--- src/rtl/imem_loader.sv ---
// Boot-time instruction-memory loader: parses SYNC/LEN/payload/CSUM frames, writes
// little-endian words, and holds the core in reset until the image verifies. Optional macro: LOADER_TIMEOUT_EN.
module imem_loader #(
    parameter logic [31:0] BASE_ADDR      = 32'h0000_0000,
    parameter int unsigned MAX_WORDS      = 1024,
    parameter logic [7:0]  SYNC_BYTE      = 8'hA5,
    parameter int unsigned TIMEOUT_CYCLES = 100000
) (
    input  logic        clk,
    input  logic        rst,
    input  logic        byte_valid,
    input  logic [7:0]  byte_data,
    output logic        byte_ready,
    output logic        imem_we,
    output logic [31:0] imem_addr,
    output logic [31:0] imem_wdata,
    output logic        cpu_rst,
    output logic        load_done,
    output logic        load_err
);

    typedef enum logic [2:0] {
        ST_SYNC,
        ST_LEN0,
        ST_LEN1,
        ST_DATA,
        ST_CSUM,
        ST_DONE,
        ST_ERR
    } state_t;

    if (MAX_WORDS < 1 || MAX_WORDS > 65535) begin : g_bad_max_words
        $error("imem_loader: MAX_WORDS must be in 1..65535");
    end
    if (TIMEOUT_CYCLES < 1) begin : g_bad_timeout
        $error("imem_loader: TIMEOUT_CYCLES must be at least 1");
    end

    state_t      state_q, state_d;
    logic        byte_ready_q, byte_ready_d;
    logic        imem_we_q, imem_we_d;
    logic [31:0] imem_addr_q, imem_addr_d;
    logic [31:0] imem_wdata_q, imem_wdata_d;
    logic        cpu_rst_q, cpu_rst_d;
    logic        load_done_q, load_done_d;
    logic        load_err_q, load_err_d;
    logic [15:0] len_q, len_d;
    logic [15:0] word_cnt_q, word_cnt_d;
    logic [1:0]  lane_q, lane_d;
    logic [23:0] word_buf_q, word_buf_d;
    logic [7:0]  csum_q, csum_d;

    logic        accept;
    logic [15:0] len_full;
    logic        is_sync;
    logic        restart;

`ifdef LOADER_TIMEOUT_EN
    logic [31:0] tmo_q, tmo_d;
    logic        tmo_active;
`endif

    assign accept   = byte_valid && byte_ready_q;
    assign len_full = {byte_data, len_q[7:0]};
    assign is_sync  = (byte_data == SYNC_BYTE);
    assign restart  = accept && is_sync &&
                      (state_q == ST_SYNC || state_q == ST_DONE || state_q == ST_ERR);

    // NOTE: every _d gets a default before the case so no path leaves it unassigned (no latches).
    always_comb begin
        state_d      = state_q;
        byte_ready_d = 1'b1;
        imem_we_d    = 1'b0;
        imem_addr_d  = imem_addr_q;
        imem_wdata_d = imem_wdata_q;
        len_d        = len_q;
        word_cnt_d   = word_cnt_q;
        lane_d       = lane_q;
        word_buf_d   = word_buf_q;
        csum_d       = csum_q;

        if (restart) begin
            state_d    = ST_LEN0;
            len_d      = '0;
            word_cnt_d = '0;
            lane_d     = '0;
            word_buf_d = '0;
            csum_d     = '0;
        end else if (accept) begin
            unique case (state_q)
                ST_LEN0: begin
                    len_d   = {8'h00, byte_data};
                    state_d = ST_LEN1;
                end
                ST_LEN1: begin
                    len_d = len_full;
                    if ({16'h0000, len_full} > MAX_WORDS) begin
                        state_d = ST_ERR;
                    end else if (len_full == 16'd0) begin
                        state_d = ST_CSUM;
                    end else begin
                        state_d = ST_DATA;
                    end
                end
                ST_DATA: begin
                    csum_d = csum_q ^ byte_data;
                    lane_d = lane_q + 2'd1;
                    unique case (lane_q)
                        2'd0: word_buf_d[7:0]   = byte_data;
                        2'd1: word_buf_d[15:8]  = byte_data;
                        2'd2: word_buf_d[23:16] = byte_data;
                        2'd3: begin
                            // Fourth byte completes the word; the strobe cycle blocks the next byte.
                            imem_we_d    = 1'b1;
                            byte_ready_d = 1'b0;
                            imem_wdata_d = {byte_data, word_buf_q};
                            imem_addr_d  = BASE_ADDR + {14'd0, word_cnt_q, 2'b00};
                            word_cnt_d   = word_cnt_q + 16'd1;
                            if (word_cnt_q == len_q - 16'd1) begin
                                state_d = ST_CSUM;
                            end
                        end
                        default: ;
                    endcase
                end
                ST_CSUM: begin
                    state_d = (byte_data == csum_q) ? ST_DONE : ST_ERR;
                end
                default: ;
            endcase
        end

`ifdef LOADER_TIMEOUT_EN
        tmo_active = (state_q == ST_LEN0) || (state_q == ST_LEN1) ||
                     (state_q == ST_DATA) || (state_q == ST_CSUM);
        tmo_d      = tmo_q;
        if (accept) begin
            tmo_d = '0;
        end else if (tmo_active) begin
            if (tmo_q == TIMEOUT_CYCLES - 1) begin
                tmo_d   = '0;
                state_d = ST_ERR;
            end else begin
                tmo_d = tmo_q + 32'd1;
            end
        end
`endif

        cpu_rst_d   = (state_d != ST_DONE);
        load_done_d = (state_d == ST_DONE);
        load_err_d  = (state_d == ST_ERR);
    end

    // NOTE: state registers use non-blocking assignments so all flops update from pre-edge values.
    always_ff @(posedge clk) begin
        if (rst) begin
            state_q      <= ST_SYNC;
            byte_ready_q <= 1'b1;
            imem_we_q    <= 1'b0;
            imem_addr_q  <= BASE_ADDR;
            imem_wdata_q <= '0;
            cpu_rst_q    <= 1'b1;
            load_done_q  <= 1'b0;
            load_err_q   <= 1'b0;
            len_q        <= '0;
            word_cnt_q   <= '0;
            lane_q       <= '0;
            word_buf_q   <= '0;
            csum_q       <= '0;
`ifdef LOADER_TIMEOUT_EN
            tmo_q        <= '0;
`endif
        end else begin
            state_q      <= state_d;
            byte_ready_q <= byte_ready_d;
            imem_we_q    <= imem_we_d;
            imem_addr_q  <= imem_addr_d;
            imem_wdata_q <= imem_wdata_d;
            cpu_rst_q    <= cpu_rst_d;
            load_done_q  <= load_done_d;
            load_err_q   <= load_err_d;
            len_q        <= len_d;
            word_cnt_q   <= word_cnt_d;
            lane_q       <= lane_d;
            word_buf_q   <= word_buf_d;
            csum_q       <= csum_d;
`ifdef LOADER_TIMEOUT_EN
            tmo_q        <= tmo_d;
`endif
        end
    end

    assign byte_ready = byte_ready_q;
    assign imem_we    = imem_we_q;
    assign imem_addr  = imem_addr_q;
    assign imem_wdata = imem_wdata_q;
    assign cpu_rst    = cpu_rst_q;
    assign load_done  = load_done_q;
    assign load_err   = load_err_q;

endmodule
--- config.mk ---
export PLATFORM = sky130hd
export DESIGN_NAME = imem_loader
export DESIGN_NICKNAME = d
export VERILOG_FILES = /design/src/rtl/imem_loader.sv
export SDC_FILE = /design/constraint.sdc
export NUM_CORES = 1
export LEC_CHECK = 0
export BUFFER_PORTS_ARGS = -buffer_cell sky130_fd_sc_hd__clkbuf_2
export CAP_MARGIN = 0
export CELL_PAD_IN_SITES_DETAIL_PLACEMENT = 1
export CELL_PAD_IN_SITES_GLOBAL_PLACEMENT = 2
export CORE_ASPECT_RATIO = 0.8
export CORE_MARGIN = 2
export CORE_UTILIZATION = 34
export CTS_BUF_LIST = sky130_fd_sc_hd__clkbuf_4 sky130_fd_sc_hd__clkbuf_8
export CTS_CLUSTER_DIAMETER = 40
export DETAILED_ROUTE_END_ITERATION = 16
export GPL_TIMING_DRIVEN = 0
export PLACE_DENSITY = 0.9
export SYNTH_ARGS = -nofsm -noshare
export SYNTH_HDL_FRONTEND = slang
export SYNTH_SLANG_ARGS = --single-unit
--- constraint.sdc ---
create_clock -name clk -period 3.05 [get_ports clk]
set_clock_uncertainty 0.05 [all_clocks]
set_input_delay 0.4575 -clock clk [delete_from_list [all_inputs] [get_ports clk]]
set_output_delay 0.4575 -clock clk [all_outputs]
set_load 0.005 [all_outputs]
After elaboration in Yosys (flattened, before gate mapping). Cells that the tools add are included. Widths: inputs -> output; s select.

Register bits after elaboration: 122.

Add/subtract/negate cells: 3. $lt $le $gt $ge: 1. Equality and inequality tests: 15. Muxes and demuxes: 11. Bitwise gates (word level): 5. Reductions and logical operators: 19.

Operators with widths (count): $pmux 16 s2 (1); $mux 3 (6); $add 16x1->16 const B (1); $eq 16x16->1 (1); $gt 16x11->1 const B (1); $logic_not 16->1 (1); $sub 16x1->16 const B (1); $eq 3x3->1 const B (5); $reduce_and 3->1 (5); $pmux 3 s4 (1); $eq 8x8->1 (1); $eq 8x8->1 const B (1); $xor 8x8->8 (1); $eq 3x2->1 const B (2); $eq 2x2->1 const B (2); $not 1->1 (4); $reduce_and 2->1 (2); $reduce_and 4->1 (1); $reduce_or 4->1 (1); $eq 3x1->1 const B (1); $logic_and 1x1->1 (3); $logic_not 3->1 (1); $ne 3x3->1 const B (1); $add 2x1->2 const B (1); other kinds (7) (9).

Logic depth before layout (Yosys ltp). Gate-level depths: netlist of run 1.

Word-level depth: 8. Gate-level depth with buffers: 10. Mapped depth without buffers: 10.

Least setup slack after synthesis of run 1. OpenSTA, ideal clock, no wires.

Path kind: register to register. From: reg len_q[0]. To: reg load_err_q (netlist: load_err). Setup time: 73 ps. Data arrival time: 2660 ps. Slack: 267 ps. Cell stages (with the launch flop): 11. Buffers on the path: 0. Clock period less this slack: 2783 ps. Cells stage by stage: dfxtp_1 -> inv_1 -> ha_1 -> nor4b_4 -> nand3_2 -> or4b_1 -> a21oi_1 -> o31ai_1 -> or4_4 -> a211oi_4 -> nor3b_2.

Longest elaborated chain between the ends: 8. Elaborated cells on any way between the ends: 12. Classes of those cells: 1 x add/sub; 1 x order compare; 2 x eq/ne; 7 x mux; 1 x reduce/logical.

Ends and longest elaborated chain: start: declaration (RTL line 47) `logic [15:0] len_q, len_d;`; start signal: assignment (RTL line 182) `len_q <= len_d;`; $sub 16x1->16 (RTL line 119) `if (word_cnt_q == len_q - 16'd1) begin`; $eq 16x16->1 (RTL line 119); $mux 3 (RTL line 119); $mux 3 (RTL line 108) `unique case (lane_q)`; $pmux 3 s4 (*) (RTL line 90) `unique case (state_q)`; $mux 3 (*) (RTL line 89) `end else if (accept) begin`; $mux 3 (*) (RTL line 82) `if (restart) begin`; $eq 3x3->1 (*) (RTL line 151) `load_err_d = (state_d == ST_ERR);`; end signal: assignment (RTL line 181) `load_err_q <= load_err_d;`; end: declaration (RTL line 46) `logic load_err_q, load_err_d;`.

Mark *: on every way between the ends. The rest lies on a longest branch, timed or not. A chain may end at the register's enable or synchronous reset.

Worst setup path in the final report of run 1. Same ends and word-level chain as after synthesis.

==> results of run 1 <==
per-stage QoR:
step           TNS, ns  hold WS [ns]  power [W]  cell area, µm²  setup slack (ns)
2_1_floorplan        0         0.382    0.00178            5460             0.267
3_3_place_gp     -7.78         0.396    0.00183            6000            -0.279
3_5_place_dp     -9.05         0.397    0.00183            6000            -0.330
4_1_cts              0         0.371    0.00342            6460           0.00411
5_1_grt        -0.0123         0.395    0.00352            6500           -0.0123
6_report             0         0.375    0.00340            6500             0.127
power breakdown:
| group | leakage (nW) | internal (W) | total (W) | switching [W] |
|---|---|---|---|---|
| clock network | 0.223 | 0.000962 | 0.00159 | 0.000629 |
| logic | 1.26 | 0.0000710 | 0.000202 | 0.000131 |
| registers | 0.984 | 0.00160 | 0.00160 | 0.00000547 |
| total | 2.47 | 0.00263 | 0.00340 | 0.000765 |
worst max path at each step:
stage                          start                          to  cells after the start
2_1_floorplan  len_q[0]$_SDFFE_PP0P_         load_err$_SDFF_PP0_                     10
3_3_place_gp            byte_data[2]  word_cnt_q[6]$_SDFFE_PP0P_                      9
3_5_place_dp            byte_data[2]  word_cnt_q[6]$_SDFFE_PP0P_                      9
4_1_cts        len_q[1]$_SDFFE_PP0P_         load_err$_SDFF_PP0_                     10
5_1_grt        len_q[0]$_SDFFE_PP0P_         load_err$_SDFF_PP0_                     10
6_report       len_q[0]$_SDFFE_PP0P_         load_err$_SDFF_PP0_                     10
metal layers:
metal	vias up	global-route usage	share of wire
met2	116	0.305	0.45
met5	-	0	0
met3	16	0.0488	0.046
met4	0	0.0548	0.013
met1	2439	0.259	0.49
li1	2423	-	-
flip-flops by register name, indices dropped and copies added, names as in the netlist:
| name | cells |
|---|---|
| imem_addr | 16 |
| load_err | 1 |
| word_cnt_q | 16 |
| word_buf_q | 24 |
| load_done | 1 |
| len_q | 16 |
| imem_wdata | 32 |
| lane_q | 2 |
| byte_ready | 1 |
| state_q | 3 |
| csum_q | 8 |
| cpu_rst | 1 |
| imem_we | 1 |
cells in the mapped netlist (2+ instances only):
cell | number | area (µm²)
nand3b_1 | 2 | 15.0
or2_2 | 2 | 12.5
or3_1 | 5 | 31.3
nor2_1 | 56 | 210
o21ai_0 | 6 | 30.0
dfxtp_1 | 122 | 2440
buf_1 | 7 | 26.3
xnor2_1 | 18 | 158
a21oi_1 | 80 | 400
nor4_1 | 4 | 25.0
inv_1 | 10 | 37.5
xor2_1 | 32 | 280
a31oi_1 | 11 | 68.8
nand2_1 | 151 | 567
buf_4 | 16 | 120
and2_1 | 2 | 12.5
nand4_1 | 7 | 43.8
o31a_1 | 2 | 17.5
clkbuf_1 | 43 | 161
nand2b_1 | 3 | 18.8
or4_1 | 2 | 15.0
mux2i_1 | 2 | 20.0
nor2b_1 | 6 | 37.5
nor3_1 | 15 | 75.1
a311oi_1 | 2 | 17.5
ha_1 | 6 | 75.1
nand3_1 | 35 | 175
and3_1 | 5 | 31.3
a22oi_1 | 8 | 60.1
worst reg2reg max path, delay by kind of cell, from the launching register on:
| kind | cells | cell delay, ns |
|---|---|---|
| simple gates | 5 | 1.70 |
| buf+inv | 1 | 0.07 |
| flops | 1 | 0.37 |
| fa+ha+maj | 1 | 0.16 |
| compound gates | 3 | 0.51 |
cell families (layout without fill, tap and decap cells):
family | count (synthesis) | count (layout)
other cells | 1 | 16
xor+xnor | 50 | 50
fa+ha+maj | 6 | 6
mux | 2 | 2
compound gates | 118 | 118
buf+inv | 78 | 166
simple gates | 305 | 305
flops | 122 | 122
timing repair:
action                                  in CTS  in global routing
endpoints found under the setup margin       5                 42
pin swaps                                    1                  3
hold buffers                                 0                  0
resized for setup                            3                 16
buffers inserted                             3                  1
final cells by class:
class | count | area, µm² | share of cell area
Inverter | 10 | 37.5 | 0.00577
Clock inverter | 8 | 143 | 0.0219
Timing Repair Buffer | 58 | 300 | 0.0462
Tap cell | 215 | 269 | 0.0414
Multi-Input combinational cell | 497 | 2690 | 0.414
Clock buffer | 23 | 292 | 0.0448
Sequential cell | 122 | 2450 | 0.376
Buffer | 67 | 324 | 0.0498
==> summary.md, run 1 <==
| Metric | Value |
|---|---|
| Run status | `finished, final reports clean` |
| Global-route wire length before repair | `about 25000 µm` |
| Final Setup Violations | `0` |
| Unique masters post-synth | `51` |
| Worst Path Max Fanout | `5` |
| Async SR Flop Fraction | `0` |
| # port buffers | `54` |
| Cts bufs inserted | `17` |
| Die W | `roughly 140 µm` |
| Achievable Freq | `342 MHz` |
| CTS tree | `yes` |
| GR Util All Layers | `0.192` |
| Initial Util | `0.345` |
| Worst-skew pair later-pin latency | `0.44 ns` |
| Slowest stage delay, CP | `approximately 0.56 ns` |
| Synth Cell Area | `5400 µm²` |
| Number of synthesized register bits | `122` |
| Post-synthesis area per instance | `7.92 µm²` |
| Post-Synth Simple-Gate Area | `0.256` |
| R2r setup slk | `0.13 ns` |
| Adder-cell share of the synthesized area | `0.0139` |
| Final period util | `0.958` |
| Instance count of the mapped netlist | `682` |
| Yosys warning count | `0` |
| Unrepaired setup endpoints after global routing | `yes` |
| Tightest Pin Transition | `~1.0 ns` |
| Worst min-delay path startpoint | `rst` |
| Post-Layout Cell Count | `about 1.0k` |
| Class of the most critical setup path | `register to register` |
| Crit path DAT | `between 3 and 4 ns` |
| Xor and xnor area share after synthesis | `0.0811` |
| Mux cell area share after synthesis | `0.00371` |
| # DRC | `0` |
| DRT Pass-1 Iters | `4` |
| WP data required | `3.37 ns` |
| Slowest CP cell | `or4_4` |
| Clk root buf | `clkbuf_8` |
| Post-Place Cells | `966` |
| Synth Area in Compound Gates | `0.126` |
| Layout cells sized above 1 | `0.163` |
| Placer Congestion | `0.874` |
| Die ar. | `between 15000 and 20000 µm²` |
| Crit end category | `register` |
| Vias in the first global route | `between 4k and 5k` |
| Hold Fails Final Rpt | `0` |
| Final net count | `approximately 800` |
| DP Wirelength | `11600 µm` |
| Vias | `4994` |
| Tmin final | `a little under 3 ns` |
| Ys flop type | `dfxtp_1` |
| Pin count of the biggest net entering global routing | `17` |
| CORE AREA | `15600 µm²` |
| Antenna diode count | `0` |
| CP bufs+invs | `1` |
| Clock-pin transition on the worst setup and hold timing paths | `0.07 ns` |
| Total Wirelength | `~16000 µm` |
| Largest family of logic cells by synthesized area | `simple AND/OR/NAND/NOR gates` |
| Max Root-Sink Buffers | `2` |
| Leakage Power | `about 2.5 nW` |
| Worst Hold Path EP | `state_q[0]$_SDFF_PP0_` |
| Final Util | `0.416` |
| Filler cell count in the final layout | `around 1.9k` |
| Reg2reg path depth | `10` |
| Post-synth EDFFs | `0` |
| Relative slew margins | `0.308` |
| Clock Sink Count | `122` |
| Boundary pin count | `80` |
| CP Cell Sequence | `inv_2 -> ha_4 -> nor4b_4 -> nand3_2 -> or4b_4 -> a21oi_2 -> o31ai_2 -> or4_4 -> a211oi_4 -> nor3b_2` |
| Die H | `between 100 and 150 µm` |
| Worst r2r dst | `load_err$_SDFF_PP0_` |
| Sequential share of the synthesized area | `0.452` |
| Fin. max-slew vios | `0` |
| Total congestion overflow | `0` |
| Row Count | `41` |
| Vias per cell | `4.99` |
| Crit path max-delay family | `simple AND/OR/NAND/NOR gates` |
| Area delta synth->final | `20.4%` |
| Hold crit path type | `input port to register` |
| H-tree depth | `4` |
| Number of max-cap violations | `0` |
| Hold Crit Depth | `2` |
| Most common cell after layout, fill and taps aside | `nand2_1` |
| Avg WL per Cell | `around 16 µm` |
| Commonest cells after routing, fill and taps aside | `151 x nand2_1, 120 x dfxtp_1, 79 x a21oi_1, 57 x clkbuf_2, 56 x nor2_1` |
| Initial antenna violation count | `0` |
| Startpoint types | `register` |
| Max VDD drop | `0.280 mV` |
| Post-route ant nets | `0` |
| Power per Cell Area | `~520 nW/µm²` |
| 1st-iter DRT viols | `between 200 and 300` |
| R2R Path Start | `len_q[0]$_SDFFE_PP0P_` |
(Power assumes the default switching activity.)
==> run 2, diff against run 1 <==
==> constraint.sdc (replaced) <==
create_clock -name clk -period 2.7 [get_ports clk]
set_clock_uncertainty 0.05 [all_clocks]
set_input_delay 0.405 -clock clk [delete_from_list [all_inputs] [get_ports clk]]
set_output_delay 0.405 -clock clk [all_outputs]
set_load 0.005 [all_outputs]
==> run 2 against run 1 <==
Compared with the run above: the run now ends with setup timing left; power grew 9.2%; register-to-register slack lost 0.29 ns; non-clock buffer count up 7; largest power group unchanged.
==> summary.md, run 2 (synthesized netlist as in run 1, its figures left out) <==
| Metric | Value |
|---|---|
| Run status | `complete, but fails checks` |
| Failing checks | `setup timing` |
| CTS tree | `yes` |
| Layout cells sized above 1 | `0.188 (+0.0248)` |
| Number of flip-flops in the largest register | `32 (unchanged)` |
| Area delta synth->final | `21.9%` |
| Vias per cell | `4.91 (-1.7%)` |
| Crit path DAT | `3.19 ns (-0.05 ns)` |
| Total Wirelength | `16100 µm (+2.2%)` |
| Global-route wire length before repair | `26300 µm (+3.2%)` |
| Boundary pin count | `80 (unchanged)` |
| Tightest Pin Transition | `1.09 ns (+0.0649 ns)` |
| Pin count of the biggest net entering global routing | `17 (unchanged)` |
| Reg2reg path depth | `10 (unchanged)` |
| Most common cell after layout, fill and taps aside | `nand2_1` |
| Startpoint types | `register` |
| Max Root-Sink Buffers | `2 (unchanged)` |
| Tmin final | `2.86 ns (-0.0613 ns)` |
| DP Wirelength | `11700 µm (+0.54%)` |
| Fin. max-slew vios | `0 (unchanged)` |
| DRT Pass-1 Iters | `4 (unchanged)` |
| Slowest stage delay, CP | `0.61 ns (+0.05 ns)` |
| Clk root buf | `clkbuf_8` |
| Post-route ant nets | `0 (unchanged)` |
| Total Power | `0.00371 W (+9.2%)` |
| Crit end category | `register` |
| Vias | `4950 (-0.88%)` |
| GR Util All Layers | `0.198 (+0.00623)` |
| Row Count | `41 (unchanged)` |
| Unrepaired setup endpoints after global routing | `yes` |
| Hold Crit Depth | `2 (unchanged)` |
| Avg WL per Cell | `15.9 µm (+1.4%)` |
| Final period util | `1.06 (+0.102)` |
| Placer Congestion | `0.849 (-2.8%)` |
| H-tree depth | `4 (unchanged)` |
| Commonest cells after routing, fill and taps aside | `150 x nand2_1, 120 x dfxtp_1, 79 x a21oi_1, 57 x clkbuf_2, 55 x nor2_1` |
| Clock-pin transition on the worst setup and hold timing paths | `0.07 ns (about the same)` |
| Hold Fails Final Rpt | `0 (unchanged)` |
| Clock Sink Count | `122 (unchanged)` |
| Die W | `145 µm (unchanged)` |
| Cts bufs inserted | `17 (unchanged)` |
| Class of the most critical setup path | `register to register` |
| Final Setup Violations | `5 (+5)` |
| Die H | `117 µm (unchanged)` |
| Antenna diode count | `0 (unchanged)` |
| Final Util | `0.421 (+0.00504)` |
| Hold crit path type | `input port to register` |
| Initial antenna violation count | `0 (unchanged)` |
| Leakage Power | `2.52 nW (+2.0%)` |
| Final net count | `797 (+0.89%)` |
| Die ar. | `16900 µm² (unchanged)` |
| Place WS | `-0.666 ns (-0.337 ns)` |
| Slowest CP cell | `or4_4` |
| Worst-skew pair later-pin latency | `0.45 ns (about the same)` |
| Initial Util | `0.345 (unchanged)` |
| Hold buffers post-CTS | `0 (unchanged)` |
| Power per Cell Area | `563 nW/µm² (+7.8%)` |
| CORE AREA | `15600 µm² (unchanged)` |
| Vias in the first global route | `5072 (+2.0%)` |
| Final WS setup | `-0.162 ns (-0.289 ns)` |
| Relative slew margins | `0.265 (-0.0436)` |
| # port buffers | `54 (unchanged)` |
| CP Cell Sequence | `inv_2 -> ha_4 -> nor4b_4 -> nand2_2 -> or3_4 -> xnor2_2 -> nand4_1 -> or4_4 -> a211oi_4 -> nor3b_2` |
| Max VDD drop | `0.297 mV (+6.1%)` |
| Achievable Freq | `349 MHz (+2.1%)` |
| 1st-iter DRT viols | `334 (+17%)` |
| Number of max-cap violations | `0 (unchanged)` |
| Filler cell count in the final layout | `1960 (+0.56%)` |
| # DRC | `0 (unchanged)` |
| WP data required | `3.03 ns (-0.34 ns)` |
| Total congestion overflow | `0 (unchanged)` |
| Worst Path Max Fanout | `5 (unchanged)` |
==> run 2: changes by cell type in the layout (fill, tap and decap cells not counted), sizes merged <==
cell,before,now
clkinv,3,5
bufinv,4,2
buf,29,37
==> run 2: stage by stage <==
step	cell area, µm²	TNS, ns	std cells	hold slack, ns
2_1_floorplan	5470	0	697	0.382
3_3_place_gp	6010	-19.98	966	0.390
3_5_place_dp	6010	-28.13	966	0.399
4_1_cts	6550	-0.595	1010	0.325
5_1_grt	6580	-4.38	1008	0.344
6_report	6580	-0.608	1008	0.348
==> run 2: where the power goes <==
group / switching, W / internal [W] / total (W) / leakage (nW)
clock network: 0.000725 / 0.000926 / 0.00165 / 0.210
logic: 0.000154 / 0.0000905 / 0.000245 / 1.32
registers: 0.00000653 / 0.00180 / 0.00181 / 0.984
total: 0.000886 / 0.00282 / 0.00371 / 2.52
==> run 2: critical path, delay by kind of cell (launching register included) <==
family | cells | cell delay [ns]
AND/OR/NAND/NOR | 6 | 1.76
flip-flops | 1 | 0.37
AO/OA/AOI/OAI | 1 | 0.28
adder cells (fa/ha/maj) | 1 | 0.15
XOR/XNOR | 1 | 0.12
buffers and inverters | 1 | 0.07
==> run 2: metal layers <==
layer / up-vias / share of wire / routed length (µm) / GRT usage
li1: 2435 / - / - / -
met1: 2376 / 0.48 / 7640 / 0.263
met2: 127 / 0.46 / 7360 / 0.310
met3: 12 / 0.056 / 898 / 0.0543
met4: 0 / 0.010 / 165 / 0.0719
met5: - / 0 / 0 / 0
==> run 2: final timing paths <==
path	startpoint	endpoint	slack, ns
setup / recovery	len_q[0]$_SDFFE_PP0P_	load_err$_SDFF_PP0_	-0.16
hold / removal	rst	state_q[0]$_SDFF_PP0_	0.35
setup reg to reg	len_q[0]$_SDFFE_PP0P_	load_err$_SDFF_PP0_	-0.16
hold reg to reg	word_buf_q[15]$_SDFFE_PP0P_	word_buf_q[15]$_SDFFE_PP0P_	0.40
==> run 2: layout make-up <==
type                    instances  area (µm²)  share of cell area
multi-input cells             497        2740               0.416
plain buffers                  66         324              0.0492
inverters                      10        40.0             0.00608
clock buffers                  24         305              0.0464
well taps                     215         269              0.0409
flip-flops and latches        122        2450               0.372
repair buffers                 66         360              0.0548
clock inverters                 8        92.6              0.0141
==> run 2: what timing repair did <==
item	CTS	global route
buffers inserted	12	0
resized for setup	17	12
setup endpoints to repair	45	69
pin swaps	8	2
==> run 3, diff against run 2 <==
--- a/config.mk
+++ b/config.mk
@@ -17,6 +17,7 @@
 export DETAILED_ROUTE_END_ITERATION = 16
 export GPL_TIMING_DRIVEN = 0
 export PLACE_DENSITY = 0.9
+export SETUP_SLACK_MARGIN = 0.4
 export SYNTH_ARGS = -nofsm -noshare
 export SYNTH_HDL_FRONTEND = slang
 export SYNTH_SLANG_ARGS = --single-unit
==> run 3 against run 2 <==
Compared with the run above: the run still ends with setup timing left; critical path depth did not move; count of clock-buffer cells in the layout rose by 1; first-iteration DRC count rose by 3.3%; setup slack improved by 0.0045 ns; non-clock buffer count rose by 4; global-route usage fell by 0.18 points; critical path type unchanged.
==> summary.md, run 3 (synthesized netlist as in run 1, its figures left out) <==
| Metric | Value |
|---|---|
| # DRC | `0 (unchanged)` |
| Leakage Power | `2.59 nW (+2.8%)` |
| Most common cell after layout, fill and taps aside | `nand2_1` |
| Worst min-delay path startpoint | `rst` |
| DP Wirelength | `11700 µm (-0.46%)` |
| Crit end category | `register` |
| Worst r2r dst | `load_err$_SDFF_PP0_` |
| H-tree depth | `4 (unchanged)` |
| Final Setup Violations | `5 (unchanged)` |
| Tmin final | `2.86 ns (-0.00452 ns)` |
| Clk root buf | `clkbuf_8` |
| Unrepaired setup endpoints after global routing | `yes` |
| Hold Fails Final Rpt | `0 (unchanged)` |
| CORE AREA | `15600 µm² (unchanged)` |
| Avg WL per Cell | `16.2 µm (+1.5%)` |
| Setup TNS Final | `-0.682 ns (-0.0740 ns)` |
| Layout cells sized above 1 | `0.210 (+0.0219)` |
| Final instance area | `6740 µm² (+2.4%)` |
| Area delta synth->final | `24.8%` |
| Post-DP Area | `6020 µm² (+0.19%)` |
| Startpoint types | `register` |
| Antenna diode count | `0 (unchanged)` |
| Post-Place Cells | `966 (unchanged)` |
| Clock Sink Count | `122 (unchanged)` |
| Vias in the first global route | `5106 (+0.67%)` |
| Row Count | `41 (unchanged)` |
| Power per Cell Area | `586 nW/µm² (+4.1%)` |
| Max Root-Sink Buffers | `2 (unchanged)` |
| Hold Crit Depth | `2 (unchanged)` |
| Hold crit path type | `input port to register` |
| Final period util | `1.06 (-0.00167)` |
| CP startpoint | `len_q[1]$_SDFFE_PP0P_` |
| Die ar. | `16900 µm² (unchanged)` |
| Placer Congestion | `0.856 (+0.80%)` |
| Die W | `145 µm (unchanged)` |
| 1st-iter DRT viols | `345 (+3.3%)` |
| Vias | `4978 (+0.57%)` |
| Final WS setup | `-0.157 ns (+0.00452 ns)` |
| Fin. max-slew vios | `0 (unchanged)` |
| Commonest cells after routing, fill and taps aside | `149 x nand2_1, 119 x dfxtp_1, 79 x a21oi_1, 61 x clkbuf_2, 50 x nor2_1` |
| Max VDD drop | `0.283 mV (-4.9%)` |
| GR Util All Layers | `0.196 (-0.00183)` |
| Failing checks | `setup timing` |
| Number of flip-flops in the largest register | `32 (unchanged)` |
| Worst Path Max Fanout | `5 (unchanged)` |
| Number of max-cap violations | `0 (unchanged)` |
| Class of the most critical setup path | `register to register` |
| Run status | `complete, but fails checks` |
| Post-Layout Cell Count | `1011 (+0.30%)` |
| DRT Pass-1 Iters | `4 (unchanged)` |
| Die H | `117 µm (unchanged)` |
| Reg2reg path depth | `10 (unchanged)` |
| Vias per cell | `4.92 (+0.27%)` |
| Clock-pin transition on the worst setup and hold timing paths | `0.07 ns (about the same)` |
| Global-route wire length before repair | `26200 µm (-0.60%)` |
| Cts bufs inserted | `17 (unchanged)` |
| Post-route ant nets | `0 (unchanged)` |
| WP data required | `3.03 ns (about the same)` |
| Relative slew margins | `0.514 (+0.250)` |
| Total congestion overflow | `0 (unchanged)` |
| # port buffers | `54 (unchanged)` |
| Pin count of the biggest net entering global routing | `17 (unchanged)` |
| Crit path DAT | `3.19 ns (about the same)` |
| Final net count | `801 (+0.50%)` |
| Initial Util | `0.345 (unchanged)` |
| Worst Hold Path EP | `state_q[0]$_SDFF_PP0_` |
| Worst-skew pair later-pin latency | `0.44 ns (about the same)` |
| Initial antenna violation count | `0 (unchanged)` |
| Total Wirelength | `16400 µm (+1.8%)` |
| Achievable Freq | `350 MHz (+0.16%)` |
| CTS tree | `yes` |
| R2r setup slk | `-0.16 ns (about the same)` |
| R2R Path Start | `len_q[1]$_SDFFE_PP0P_` |
| Boundary pin count | `80 (unchanged)` |
| Tightest Pin Transition | `0.728 ns (-0.365 ns)` |
[run 3: cell types whose count changed in the layout (fill, tap and decap cells not counted), moves of 4 or more]
cell and delta:
clkbuf_1 -7, nor2_1 -5, clkbuf_2 +4, clkinv_2 -4, nor2_2 +4
[run 3: repair_timing]
| action | 4_1_cts | 5_1_grt |
|---|---|---|
| pin swaps | 8 | 6 |
| hold buffers | 0 | 0 |
| endpoints found under the setup margin | 120 | 73 |
| gates resized for setup | 25 | 29 |
| setup buffers | 10 | 4 |
[run 3: metal layers]
layer | track usage | vias up | share of wire
li1 | - | 2455 | -
met1 | 0.253 | 2393 | 0.47
met2 | 0.324 | 110 | 0.47
met3 | 0.0488 | 20 | 0.050
met4 | 0.0667 | 0 | 0.015
met5 | 0 | - | 0
[run 3: area by class of cell]
cell class	count	area, µm²
inverter	10	40.0
clock buffer	25	332
fill	1918	8910
sequential	122	2450
clock inverter	6	133
timing repair buffer	68	375
multi-input combinational	497	2780
buffer	68	363
tap	215	269
[run 3: worst max-delay path: stages (launching register included)]
cell and delay [ns]:
dfxtp_4 0.36, inv_4 0.06, ha_4 0.14, nor4b_4 0.32
nand3_2 0.15, or4b_4 0.53, a21oi_4 0.16, o31ai_4 0.08
or4_4 0.45, a211oi_4 0.28, nor3b_2 0.19
[run 3: per-stage QoR]
stage	setup WS, ns	utilization	hold slack, ns	power, W
floorplan	0.0973	-	0.382	0.00201
global placement	-0.345	0.385	0.389	0.00206
detailed placement	-0.399	0.385	0.398	0.00207
CTS	-0.137	0.424	0.322	0.00398
global route	-0.266	0.431	0.338	0.00410
finish	-0.157	0.431	0.339	0.00395
[run 3: power breakdown]
part           total [W]  switching [W]  leakage [nW]  internal, W
registers        0.00181     0.00000668         0.983      0.00180
logic           0.000249       0.000157          1.37    0.0000914
clock network    0.00189       0.000721         0.235      0.00117
total            0.00395       0.000885          2.59      0.00306
[run 3: worst max path at each step]
stage,end,slack (ns),cells past startpoint
6_report,load_err$_SDFF_PP0_,-0.16,10
5_1_grt,load_err$_SDFF_PP0_,-0.27,10
4_1_cts,load_err$_SDFF_PP0_,-0.14,10
3_5_place_dp,len_q[15]$_SDFFE_PP0P_,-0.40,9
3_3_place_gp,word_cnt_q[6]$_SDFFE_PP0P_,-0.34,9
2_1_floorplan,load_err$_SDFF_PP0_,0.1,10
